==> config.mk <==
export PLATFORM = sky130hd
export DESIGN_NAME = alu_arbiter
export DESIGN_NICKNAME = d
export VERILOG_FILES = /design/src/rtl/alu_arbiter.sv
export SDC_FILE = /design/constraint.sdc
export NUM_CORES = 1
export LEC_CHECK = 0
export ABC_AREA = 0
export BUFFER_PORTS_ARGS = -buffer_cell sky130_fd_sc_hd__buf_2
export CAP_MARGIN = 20
export CORE_ASPECT_RATIO = 0.7
export CORE_MARGIN = 1
export CORE_UTILIZATION = 57
export CTS_CLUSTER_DIAMETER = 200
export DETAILED_ROUTE_END_ITERATION = 16
export HOLD_SLACK_MARGIN = 0.1
export PLACE_DENSITY_LB_ADDON = 0.25
export SKIP_LAST_GASP = 1
export SLEW_MARGIN = 20
export SYNTH_ARGS = -nofsm -noshare
export SYNTH_HDL_FRONTEND = slang
export SYNTH_SLANG_ARGS = --single-unit
==> constraint.sdc <==
create_clock -name clk -period 4.55 [get_ports clk]
set_clock_uncertainty 0.1 [all_clocks]
set_input_delay 0.455 -clock clk [delete_from_list [all_inputs] [get_ports clk]]
set_output_delay 0.455 -clock clk [all_outputs]
set_load 0.005 [all_outputs]
==> src/rtl/alu_arbiter.sv <==
// Two-requester round-robin front end for a shared 32-bit ALU.
// Each operation runs as IDLE -> EXEC -> RESP, and its tagged response waits until it is consumed.
module alu_arbiter #(
    parameter int unsigned CNT_W = 16
) (
    input  logic             clk,
    input  logic             rst_n,
    input  logic             req0_valid,
    output logic             req0_ready,
    input  logic [31:0]      req0_x,
    input  logic [31:0]      req0_y,
    input  logic [3:0]       req0_op,
    input  logic             req1_valid,
    output logic             req1_ready,
    input  logic [31:0]      req1_x,
    input  logic [31:0]      req1_y,
    input  logic [3:0]       req1_op,
    output logic             rsp_valid,
    input  logic             rsp_ready,
    output logic             rsp_id,
    output logic [31:0]      rsp_r,
    output logic             rsp_zero,
    output logic             rsp_err,
    output logic             busy,
    output logic [CNT_W-1:0] cnt0,
    output logic [CNT_W-1:0] cnt1
);

    typedef enum logic [1:0] {StIdle, StExec, StResp} state_e;

    state_e           state_q, state_d;
    logic             last_grant_q;
    logic [31:0]      x_q, y_q;
    logic [3:0]       op_q;
    logic             id_q;
    logic             rsp_valid_q, rsp_id_q, rsp_zero_q, rsp_err_q;
    logic [31:0]      rsp_r_q;
    logic [CNT_W-1:0] cnt0_q, cnt1_q;

    logic             any_valid, grant_id, accept, handshake;
    logic [31:0]      alu_r;
    logic             alu_err;

    assign any_valid = req0_valid | req1_valid;
    // A tie goes to whichever requester was not granted last.
    assign grant_id  = (req0_valid && req1_valid) ? ~last_grant_q : req1_valid;
    assign accept    = (state_q == StIdle) && any_valid;
    assign handshake = (state_q == StResp) && rsp_ready;

    // Gated by rst_n so neither requester sees ready while reset is held.
    assign req0_ready = rst_n && accept && !grant_id;
    assign req1_ready = rst_n && accept && grant_id;

    always_comb begin
        alu_r   = 32'h0;
        alu_err = 1'b0;
        case (op_q)
            4'd0:    alu_r = x_q & y_q;
            4'd1:    alu_r = x_q | y_q;
            4'd2:    alu_r = x_q + y_q;
            4'd6:    alu_r = x_q - y_q;
            4'd7:    alu_r = {31'h0, $signed(x_q) < $signed(y_q)};
            4'd12:   alu_r = ~(x_q | y_q);
            default: alu_err = 1'b1;
        endcase
    end

    always_comb begin
        state_d = state_q;
        unique case (state_q)
            StIdle:  if (any_valid) state_d = StExec;
            StExec:  state_d = StResp;
            StResp:  if (rsp_ready) state_d = StIdle;
            default: state_d = StIdle;
        endcase
    end

    always_ff @(posedge clk or negedge rst_n) begin
        if (!rst_n) state_q <= StIdle;
        else        state_q <= state_d;
    end

    always_ff @(posedge clk or negedge rst_n) begin
        if (!rst_n) begin
            last_grant_q <= 1'b1;
            x_q          <= 32'h0;
            y_q          <= 32'h0;
            op_q         <= 4'h0;
            id_q         <= 1'b0;
            rsp_valid_q  <= 1'b0;
            rsp_id_q     <= 1'b0;
            rsp_r_q      <= 32'h0;
            rsp_zero_q   <= 1'b0;
            rsp_err_q    <= 1'b0;
            cnt0_q       <= '0;
            cnt1_q       <= '0;
        end else begin
            if (accept) begin
                x_q          <= grant_id ? req1_x : req0_x;
                y_q          <= grant_id ? req1_y : req0_y;
                op_q         <= grant_id ? req1_op : req0_op;
                id_q         <= grant_id;
                last_grant_q <= grant_id;
            end
            if (state_q == StExec) begin
                rsp_valid_q <= 1'b1;
                rsp_id_q    <= id_q;
                rsp_r_q     <= alu_r;
                rsp_err_q   <= alu_err;
                rsp_zero_q  <= !alu_err && (alu_r == 32'h0);
            end
            if (handshake) begin
                rsp_valid_q <= 1'b0;
                if (rsp_id_q) cnt1_q <= cnt1_q + CNT_W'(1);
                else          cnt0_q <= cnt0_q + CNT_W'(1);
            end
        end
    end

    assign rsp_valid = rsp_valid_q;
    assign rsp_id    = rsp_id_q;
    assign rsp_r     = rsp_r_q;
    assign rsp_zero  = rsp_zero_q;
    assign rsp_err   = rsp_err_q;
    assign busy      = (state_q != StIdle);
    assign cnt0      = cnt0_q;
    assign cnt1      = cnt1_q;

endmodule

# After elaboration in Yosys (flattened, before gate mapping)
# Cells that the tools add are included.
[totals]
regBits = 140
elab_cells = 61
in_bits = 141
[classes]
n_addsub = 4
n_reduce_logical = 17
order_cmp = 1
n_bitwise = 6
muxes = 11
n_eq_ne = 9
[ops]
columns = ["operator", "count"]
rows = [
  ["32-bit case mux with 6 select lines", 1],
  ["32-bit 2-to-1 mux", 2],
  ["16-bit by 1-bit adder with 16-bit output (second input constant)", 2],
  ["32-bit adder", 1],
  ["32-bit bitwise AND", 1],
  ["32-bit zero test", 1],
  ["32-bit less-than comparator", 1],
  ["32-bit inverter", 1],
  ["32-bit bitwise OR", 1],
  ["32-bit subtractor", 1],
  ["4-bit by 3-bit == test with 1-bit output (second input constant)", 2],
  ["1-bit logical AND", 7],
  ["2-bit case mux with 3 select lines", 1],
  ["2-bit AND reduction", 3],
  ["6-bit OR reduction", 1],
  ["4-bit by 1-bit == test with 1-bit output (second input constant)", 1],
  ["4-bit by 2-bit == test with 1-bit output (second input constant)", 1],
  ["4-bit == test (second input constant)", 1],
  ["4-bit zero test", 1],
  ["1-bit 2-to-1 mux", 4],
  ["2-bit 2-to-1 mux", 2],
  ["4-bit 2-to-1 mux", 1],
  ["2-bit inequality test (second input constant)", 2],
  ["2-bit nonzero test", 2],
  ["6 further kinds", 7],
]

# Logic depth before layout (Yosys ltp)
# Gate-level depths: netlist of the first run.
[logic_depth]
ltp_word = 5
mapped_depth = 15

# Worst setup path before layout of the first run
# No wires, ideal clock.
[synth_timing]
path_kind = "reg-to-reg"
from = "register x_q[1]"
to = "register rsp_zero_q, in the netlist rsp_zero"
synth_period_minus_slack_ns = 3.347
t_required_ns = 4.374
setup_slack_ns = 1.203
path_stages_with_launch = 14
arrival_time_ns = 3.171
cell_sequence = "dfrtp_1 -> inv_1 -> ha_1 -> o21ba_2 -> or4_1 -> a21oi_2 -> a2111oi_2 -> o21bai_2 -> mux2_1 -> nor3_1 -> nand4_1 -> nor4_2 -> nand4_1 -> o21ai_1"
[synth_between]
elab_chain_cells = 5
[synth_rtl]
columns = ["element", "line", "text"]
rows = [
  ["start, declared", "33", "logic [31:0] x_q, y_q;"],
  ["start signal, assigned", "99", "x_q <= grant_id ? req1_x : req0_x;"],
  ["branches (longest 2 deep; another with 32-bit subtractor)", "--", ""],
  ["32-bit case mux with 6 select lines (*)", "57", "case (op_q)"],
  ["32-bit zero test (*)", "110", "rsp_zero_q <= !alu_err && (alu_r == 32'h0);"],
  ["1-bit logical AND (*)", "110", ""],
  ["end signal, assigned", "110", ""],
  ["end, declared", "36", "logic rsp_valid_q, rsp_id_q, rsp_zero_q, rsp_err_q;"],
]
# Every way passes the cells marked *.
# A chain may end at the register's enable or synchronous reset.

# Worst setup path in the final report of the first run
[layout_timing]
from = "register y_q[12]"
to = "register rsp_zero_q, in the netlist rsp_zero"
[layout_between]
elab_chain_cells = 5
[layout_rtl]
columns = ["element", "line", "text"]
rows = [
  ["start, declared", "33", ""],
  ["start signal, assigned", "100", "y_q <= grant_id ? req1_y : req0_y;"],
  ["branches (longest 2 deep; another with 32-bit subtractor)", "--", ""],
  ["32-bit case mux with 6 select lines (*)", "57", ""],
  ["32-bit zero test (*)", "110", ""],
  ["1-bit logical AND (*)", "110", ""],
]
# Marks and branches as above.

==> run_results.csv, run 1 <==
group,metric,value,unit
outcome,outcome,"completed",
power_and_ir_drop,pwr_density_cell,911,nW/um2
power_and_ir_drop,ir_drop,0.536,mV
sta,min_period,4.14,ns
power_and_ir_drop,switching_share,53.2,%
power_and_ir_drop,p_switching,6.55,mW
setup_path,path_common_cell,"inv_1",
clock_network,cts_tree,"yes",
yosys,synth_simple_gate_area_share,16.4,%
sta,setup_tns,0,ns
clock_network,clock_latency,0.44,ns
setup_path,required,4.81,ns
clock_network,cts_sinks,140,
drt,drt_iter0_markers,1311,
sta,setup_ws,0.413,ns
setup_path,path_cells,"inv_1 -> ha_1 -> inv_1 -> o31ai_1 -> a211oi_2 -> o31ai_2 -> a41oi_1 -> a211o_1 -> o22ai_1 -> o221ai_1 -> a211oi_1 -> nand3_1 -> o21ai_1",
placed_design,io_buffers,211,
placed_design,dp_slack,0.578,ns
clock_network,cts_setup_buffers,0,
setup_path,cp_max_fo,13,
yosys,yosys.area_share.adder,11.3,%
yosys,async_reset_ff_share,100,%
setup_path,crit_path_end_kind,"flip-flop",
sta,rsz0062_at_grt,"no",
yosys,synthTopCellsByArea,"dfrtp_1 (30%), ha_1 (11%), mux2i_1 (6.5%)",
drt,avgViaCountPerCell,6.34,
floorplan,core_area,19300,um2
yosys,syn-cell-area,11400,um2
clock_network,root_buffer,"clkbuf_16",
clock_network,numCtsBuffers,17,
floorplan,design.portCount,212,
sta,fmax,0.242,GHz
yosys,avgSynthCellArea,8.33,um2
global_route,grt_overflow,0,
yosys,synth-compound-area-share,25.9,%
yosys,synth.top_cell.area_share,30.4,%
job,max_cap_viol_count,0,
yosys,yosysMostFrequentCell,"nor2_1",
floorplan,num_rows,42,
power_and_ir_drop,total_power,12.3,mW
setup_path,criticalPathCategory,"reg -> reg",
worst_hold_path,hold_class,"in -> reg",
floorplan,die_area,20700,um2
sta,final-hold-violation-count,0,
drt,via_count,11600,
yosys,synth_ff_type,"dfrtp_1",
placed_design,hpwl,30300,um
layout,finalCoreUtilization,70.1,%
yosys,synth_top_area_cell,"dfrtp_1",
setup_path,crit_path_start_kind,"flip-flop",
setup_path,slowest_delay,0.61,ns
power_and_ir_drop,pwr-share-clk,13.6,%
yosys,synth_cell_types,86,
power_and_ir_drop,leakage,6.75,nW
global_route,grt_use_total,38.7,%
yosys,synth-seq-cells,140,
yosys,muxShareOfSynthArea,6.86,%
drt,wl_per_cell,21.4,um
yosys,ys_top_cells_by_count,"nor2_1 (152), dfrtp_1 (139), a21oi_1 (135)",
layout,final_layout_size_suffix_gt1_share,19.8,%
yosys,synth-edff-count,0,
clock_network,clk_pin_slew_worst_paths,0.06,ns
global_route,grt_pass1_wl,60000,um
yosys,synth_top_family_by_area,"compound AO/OA/AOI/OAI gates",
clock_network,htreeDepth,4,
global_route,grt_max_degree,79,
floorplan,start_util,59.4,%
yosys,ys_seq_area_share,30.6,%
floorplan,die_y,121,um
sta,setup_viol,0,
drt,drc,0,
yosys,synth_xor_area_share,2.83,%
layout,final_nets,1799,
placed_design,place_congestion,1.05,
setup_path,arrival,4.40,ns
drt,first_pass_iters,8,
power_and_ir_drop,seq_power_share,18.3,%
floorplan,die_w,171,um
sta,tightest_slew,1.11,ns
layout,syn2layout_area_growth,18.0,%
setup_path,critPathSlowestCell,"ha_1",
sta,period_share,90.9,%
sta,slew_viol_final,0,
yosys,synth_warnings,0,
clock_network,cts_max_path_buffers,2,
global_route,antenna_found_initial,3,
power_and_ir_drop,pwr-share-comb,68.1,%
sta,worst_slew_margin_rel,25.8,%
power_and_ir_drop,internal_power,5.76,mW
drt,wl,39200,um
drt,ant_nets,0,
yosys,synth_cells,1374,
yosys,synth_fp_nets,1617,
global_route,grt_pass1_vias,10700,
## final timing paths
path / startpoint / end / slack (ns) / cells past startpoint
max: y_q[12]$_DFFE_PN0P_ / rsp_zero$_DFFE_PN0P_ / 0.41 / 13
min: rsp_ready / state_q[1]$_DFFE_PN0P_ / 0.13 / 2
max reg2reg: y_q[12]$_DFFE_PN0P_ / rsp_zero$_DFFE_PN0P_ / 0.41 / 13
min reg2reg: rsp_r[26]$_DFFE_PN0P_ / rsp_r[26]$_DFFE_PN0P_ / 0.37 / 2
max in group asynchronous: rst_n / last_grant_q$_DFFE_PN1P_ / 2.82 / 3
min in group asynchronous: rst_n / x_q[11]$_DFFE_PN0P_ / 0.52 / 2
## timing repair
action | in CTS | in global routing
hold buffers | 1 | 0
hold endpoints to repair | 74 | 0
gates resized for setup | 0 | 0
## worst max-delay path, delay by kind of cell, from the launching register on
| family | cells | cell delay, ns |
|---|---|---|
| AND/OR/NAND/NOR | 1 | 0.12 |
| buffers and inverters | 2 | 0.29 |
| adder cells (fa/ha/maj) | 1 | 0.61 |
| AO/OA/AOI/OAI | 9 | 2.54 |
| flip-flops | 1 | 0.39 |
## per-layer routing
layer | track usage, % | wire length [um] | vias up
li1 | - | - | 5338
met1 | 57.5 | 17800 | 5486
met2 | 51.1 | 15100 | 732
met3 | 16.3 | 5790 | 61
met4 | 7.92 | 494 | 2
met5 | 0 | 12 | -
## cell type report
type                            count  area (um2)
Multi-Input combinational cell   1050        7280
Antenna cell                        1        2.50
Tap cell                          264         330
Timing Repair Buffer              241        1290
Fill cell                        1553        5780
Inverter                          106         398
Sequential cell                   140        3500
Clock inverter                     13         262
Clock buffer                       18         439
## sequential cells by signal, summed over array words and instances, names as in the netlist
signal and count:
op_q 4, rsp_valid 1, last_grant_q 1, rsp_zero 1, rsp_r 32, rsp_err 1, rsp_id 1, x_q 32
state_q 2, cnt0 16, y_q 32, id_q 1, cnt1 16
## through the flow
stage / hold WS, ns / instance area (um2) / std cells
after floorplan: 0.0594 / 11400 / 1374
after global placement: 0.349 / 12800 / 1800
after detailed placement: 0.358 / 12800 / 1800
after CTS: 0.117 / 13500 / 1832
after global routing: 0.144 / 13500 / 1832
final: 0.128 / 13500 / 1833
## power by group through the flow
| stage | sequential [mW] | combinational (mW) | clock (mW) |
|---|---|---|---|
| 2_1_floorplan | 2.08 | 5.56 | 0 |
| 3_3_place_gp | 2.21 | 7.85 | 0 |
| 3_5_place_dp | 2.25 | 7.92 | 0 |
| 4_1_cts | 2.24 | 8.00 | 1.68 |
| 5_1_grt | 2.31 | 9.02 | 1.73 |
| 6_report | 2.26 | 8.38 | 1.68 |
## layout by cell type, fill, tap and decap left out, types with 8 or more instances in the layout
master and n:
mux2i_1 74, nor2_1 151, buf_2 210, and2_1 10, a221oi_1 11, xor2_1 10
xnor2_1 27, a211oi_1 12, o31ai_1 9, a211o_1 10, buf_4 29, dfrtp_1 139
nand2b_1 8, o221ai_1 11, a22oi_1 13, and3_1 16, a221o_1 18, nand4_1 18
a31oi_1 18, o22ai_1 10, nand2_1 97, ha_1 100, a21oi_1 135, inv_1 105
nand3_1 19, a21o_1 29, nor3_1 24, clkbuf_16 17, o21bai_1 14, or3_1 8
nor4_1 12, o21ai_0 58
## logic make-up after synthesis
kind of cell             Yosys count
AO/OA/AOI/OAI                    434
adder cells (fa/ha/maj)          102
XOR/XNOR                          37
AND/OR/NAND/NOR                  399
buffers and inverters            184
flip-flops                       140
multiplexers                      78
No activity file was read; power rests on OpenSTA's default activity.
==> run 2, diff against run 1 <==
- CORE_UTILIZATION: 57 -> 30
==> run_results.csv, run 2 (synthesis results as in run 1) <==
group,metric,value,unit
outcome,outcome,"completed",
global_route,grt_pass1_vias,10400,
setup_path,crit_path_start_kind,"flip-flop",
worst_hold_path,worstHoldStart,"req0_valid",
sta,setup_viol,0,
power_and_ir_drop,leakage,6.74,nW
floorplan,die_w,236,um
power_and_ir_drop,ir_drop,0.384,mV
clock_network,clk_pin_slew_worst_paths,0.06,ns
sta,tightest_slew,0.996,ns
floorplan,num_rows,59,
clock_network,numCtsBuffers,17,
sta,setup_ws,0.364,ns
sta,period_share,92.0,%
layout,syn2layout_area_growth,20.2,%
drt,drt_iter0_markers,1060,
setup_path,cp-startpoint,"x_q[12]$_DFFE_PN0P_",
drt,wl,41900,um
setup_path,ff2ff_setup_slack,0.36,ns
layout,final_layout_size_suffix_gt1_share,20.4,%
placed_design,placed_area,13200,um2
clock_network,htreeDepth,4,
setup_path,criticalPathCategory,"reg -> reg",
setup_path,crit_path_end_kind,"flip-flop",
sta,fmax,0.239,GHz
drt,ant_nets,0,
sta,slew_viol_final,0,
sta,rsz0062_at_grt,"no",
clock_network,clock_latency,0.45,ns
power_and_ir_drop,total_power,12.1,mW
layout,finalInstanceArea,13800,um2
clock_network,root_buffer,"clkbuf_16",
global_route,grt_use_total,21.5,%
sta,worst_slew_margin_rel,33.6,%
placed_design,dp_cells,2032,
layout,fin_cells,2066,
sta,setup_tns,0,ns
clock_network,cts_setup_buffers,0,
drt,avgViaCountPerCell,5.42,
global_route,grt_overflow,0,
drt,drc,0,
layout,antenna_cells,0,
placed_design,dp_slack,0.351,ns
clock_network,cts_sinks,140,
floorplan,die_y,165,um
clock_network,cts_tree,"yes",
global_route,antenna_found_initial,1,
setup_path,rr_startpoint,"x_q[12]$_DFFE_PN0P_",
sta,whs,0.139,ns
floorplan,core_area,37400,um2
floorplan,start_util,30.7,%
layout,final_nets,1808,
sta,min_period,4.19,ns
job,max_cap_viol_count,0,
power_and_ir_drop,pwr_density_cell,877,nW/um2
setup_path,required,4.83,ns
layout,finalCoreUtilization,36.8,%
floorplan,design.portCount,212,
clock_network,cts_max_path_buffers,2,
global_route,grt_max_degree,86,
placed_design,hpwl,33300,um
placed_design,io_buffers,211,
drt,via_count,11200,
worst_hold_path,hold_class,"in -> reg",
layout,nFillCells,3954,
layout,layout_common_cells,"buf_2 (210), nor2_1 (151), dfrtp_1 (139), a21oi_1 (135), inv_1 (105)",
drt,first_pass_iters,6,
placed_design,place_congestion,0.970,
global_route,grt_pass1_wl,63300,um
floorplan,die_area,39000,um2
layout,final_common_cell,"buf_2",
setup_path,cp_max_fo,13,
drt,wl_per_cell,20.3,um
sta,final-hold-violation-count,0,
setup_path,arrival,4.46,ns
-- run 2: area by class of cell --
cell class,count,area [um2],area share (%)
Clock buffer,17,425,3.09
Tap cell,488,611,4.44
Timing Repair Buffer,250,1370,9.97
Clock inverter,15,151,1.10
Sequential cell,140,3500,25.5
Inverter,106,398,2.89
Multi-Input combinational cell,1050,7300,53.0
-- run 2: report_power, final --
| group | leakage (nW) | switching [mW] | total (mW) | internal, mW |
|---|---|---|---|---|
| combinational | 4.77 | 5.46 | 8.44 | 2.98 |
| sequential | 1.70 | 0.513 | 2.24 | 1.73 |
| clock | 0.274 | 0.622 | 1.39 | 0.769 |
-- run 2: per-layer routing --
| layer | global-route usage (%) | vias to the layer above | share of wire [%] |
|---|---|---|---|
| met1 | 33.9 | 5321 | 53 |
| met5 | 0 | - | 0 |
| met2 | 27.0 | 473 | 37 |
| met3 | 7.06 | 37 | 9.5 |
| li1 | - | 5364 | - |
| met4 | 4.84 | 0 | 1.2 |
-- run 2: worst paths after layout --
| path | endpoint | depth (start not counted) |
|---|---|---|
| max | rsp_zero$_DFFE_PN0P_ | 13 |
| min | last_grant_q$_DFFE_PN1P_ | 2 |
| max reg2reg | rsp_zero$_DFFE_PN0P_ | 13 |
| min reg2reg | rsp_r[18]$_DFFE_PN0P_ | 2 |
| max in group asynchronous | rsp_r[9]$_DFFE_PN0P_ | 3 |
| min in group asynchronous | cnt1[5]$_DFFE_PN0P_ | 2 |
-- run 2: timing repair --
action	in CTS	in global routing
hold endpoints to repair	55	0
setup endpoints to repair	0	1
resized for setup	0	1
hold buffers	2	0
-- run 2: worst max-delay path, stage by stage, from the launching register on --
cell and delay [ns]:
dfrtp_1 0.40, inv_1 0.06, ha_1 0.64, inv_1 0.26
a21oi_1 0.18, o31ai_1 0.19, a2111oi_2 0.47, o21bai_2 0.20
a31oi_1 0.49, o41ai_1 0.16, a221o_1 0.37, a21oi_1 0.33
nand3_1 0.13, o21ai_1 0.13
==> run 3, diff against run 2 <==
--- a/config.mk
+++ b/config.mk
@@ -12,3 +12,3 @@
 export CORE_MARGIN = 1
-export CORE_UTILIZATION = 30
+export CORE_UTILIZATION = 55
 export CTS_CLUSTER_DIAMETER = 200
==> constraint.sdc (replaced) <==
create_clock -name clk -period 4.6 [get_ports clk]
set_clock_uncertainty 0.1 [all_clocks]
set_input_delay 0.92 -clock clk [delete_from_list [all_inputs] [get_ports clk]]
set_output_delay 0.92 -clock clk [all_outputs]
set_load 0.005 [all_outputs]
==> run_results.csv, run 3 (synthesis results as in run 1) <==
group,metric,value,unit
placed_design,dp_slack,0.614,ns
clock_network,cts_max_path_buffers,2,
job,max_cap_viol_count,0,
placed_design,place_congestion,1.07,
drt,drt_iter0_markers,1565,
setup_path,arrival,4.43,ns
drt,first_pass_iters,6,
clock_network,htreeDepth,4,
outcome,outcome,"completed",
placed_design,hpwl,29300,um
layout,multiInputGateArea,7280,um2
setup_path,crit_path_start_kind,"flip-flop",
drt,drc,0,
sta,tightest_slew,1.00,ns
clock_network,root_buffer,"clkbuf_16",
drt,via_count,11500,
drt,wl,37800,um
clock_network,clk_pin_slew_worst_paths,0.07,ns
power_and_ir_drop,total_power,12.0,mW
floorplan,start_util,56.9,%
sta,rsz0062_at_grt,"no",
power_and_ir_drop,leakage,6.72,nW
placed_design,io_buffers,211,
setup_path,crit_path_end_kind,"flip-flop",
sta,period_share,90.8,%
layout,seq_area,3500,um2
setup_path,criticalPathCategory,"reg -> reg",
clock_network,cts-resized-gates,0,
worst_hold_path,hold_class,"in -> async",
power_and_ir_drop,ir_drop,0.741,mV
layout,final_layout_size_suffix_gt1_share,19.8,%
layout,syn2layout_area_growth,17.4,%
clock_network,clock_latency,0.43,ns
floorplan,die_y,123,um
setup_path,reg2reg_depth,12,
clock_network,numCtsBuffers,17,
sta,fmax,0.240,GHz
global_route,grt_use_total,35.6,%
layout,final_nets,1797,
floorplan,die_area,21400,um2
sta,min_period,4.17,ns
global_route,grt_pass1_vias,10200,
setup_path,cp_max_fo,12,
floorplan,design.portCount,212,
global_route,grt_pass1_wl,58000,um
layout,layout_common_cells,"buf_2 (210), nor2_1 (151), dfrtp_1 (139), a21oi_1 (135), inv_1 (105)",
drt,ant_nets,0,
sta,setup_viol,0,
clock_network,cts_setup_buffers,0,
floorplan,core_area,20100,um2
setup_path,required,4.85,ns
clock_network,cts_tree,"yes",
power_and_ir_drop,pwr_density_cell,889,nW/um2
floorplan,die_w,174,um
global_route,grt_overflow,0,
setup_path,r2r-end,"rsp_zero$_DFFE_PN0P_",
drt,wl_per_cell,20.6,um
layout,nFillCells,1638,
clock_network,cts_sinks,140,
global_route,antenna_found_initial,2,
layout,final_common_cell,"buf_2",
global_route,grt_max_degree,87,
sta,worst_slew_margin_rel,31.5,%
layout,finalCoreUtilization,66.8,%
sta,slew_viol_final,0,
clock_network,cts-hold-fix-buffers,0,
drt,avgViaCountPerCell,6.26,
setup_path,ff2ff_setup_slack,0.43,ns
sta,setup_tns,0,ns
sta,final-hold-violation-count,0,
floorplan,num_rows,43,
sta,setup_ws,0.425,ns
setup_path,rr_startpoint,"x_q[10]$_DFFE_PN0P_",
==> run 3: cell types whose count changed in the layout (fill, tap and decap cells not counted), sizes merged <==
cell / previous run / this run
buf: 248 / 239
bufinv: 1 / 4
inv: 114 / 111
clkinvlp: 3 / 1
dlygate4sd3: 2 / 0
clkbuf: 17 / 18
clkinv: 3 / 4
diode: 0 / 1
==> run 3: how the worst max path moves through the flow <==
stage / end / cells past startpoint / start / slack, ns
finish: rsp_zero$_DFFE_PN0P_ / 12 / x_q[10]$_DFFE_PN0P_ / 0.43
global route: rsp_zero$_DFFE_PN0P_ / 13 / x_q[1]$_DFFE_PN0P_ / 0.21
CTS: rsp_zero$_DFFE_PN0P_ / 13 / x_q[1]$_DFFE_PN0P_ / 0.55
detailed placement: rsp_zero$_DFFE_PN0P_ / 12 / x_q[10]$_DFFE_PN0P_ / 0.61
global placement: rsp_zero$_DFFE_PN0P_ / 12 / x_q[10]$_DFFE_PN0P_ / 0.67
floorplan: rsp_zero$_DFFE_PN0P_ / 13 / x_q[1]$_DFFE_PN0P_ / 1.25
==> run 3: critical path: stages (launching register included) <==
cell and delay [ns]:
dfrtp_1 0.42, inv_1 0.07, ha_1 0.48, nor4_1 0.79, a21boi_1 0.31, a2111oi_2 0.10
o21bai_2 0.28, a31oi_1 0.27, o41ai_1 0.55, o221ai_1 0.19, a21oi_1 0.29, nand3_1 0.12
o21ai_1 0.13
==> run 3: through the flow <==
step           hold slack, ns  cells  cell area [um2]
5_1_grt                 0.240   1837            13400
6_report                0.238   1838            13400
3_5_place_dp            0.366   1805            12800
4_1_cts                 0.235   1837            13400
3_3_place_gp            0.346   1805            12800
2_1_floorplan           0.350   1374            11400
==> run 3: cell type report <==
cell class / count / area share, %
tap: 270 / 2.51
multi-input combinational: 1050 / 54.2
timing repair buffer: 239 / 9.47
clock inverter: 14 / 1.55
clock buffer: 18 / 3.19
inverter: 106 / 2.96
sequential: 140 / 26.1
antenna: 1 / 0.0186
==> run 3: power breakdown <==
| group | internal, mW | total [mW] | leakage, nW | switching, mW |
|---|---|---|---|---|
| clock network | 0.923 | 1.52 | 0.308 | 0.602 |
| logic | 2.88 | 8.20 | 4.71 | 5.32 |
| registers | 1.71 | 2.23 | 1.70 | 0.519 |
| total | 5.51 | 12.0 | 6.72 | 6.44 |
==> run 3: layer usage <==
| metal | share of wire (%) | GRT usage (%) | vias up |
|---|---|---|---|
| li1 | - | - | 5330 |
| met1 | 47 | 55.1 | 5421 |
| met2 | 37 | 44.3 | 710 |
| met3 | 15 | 14.5 | 50 |
| met4 | 1.1 | 7.18 | 2 |
| met5 | 0.034 | 0 | - |
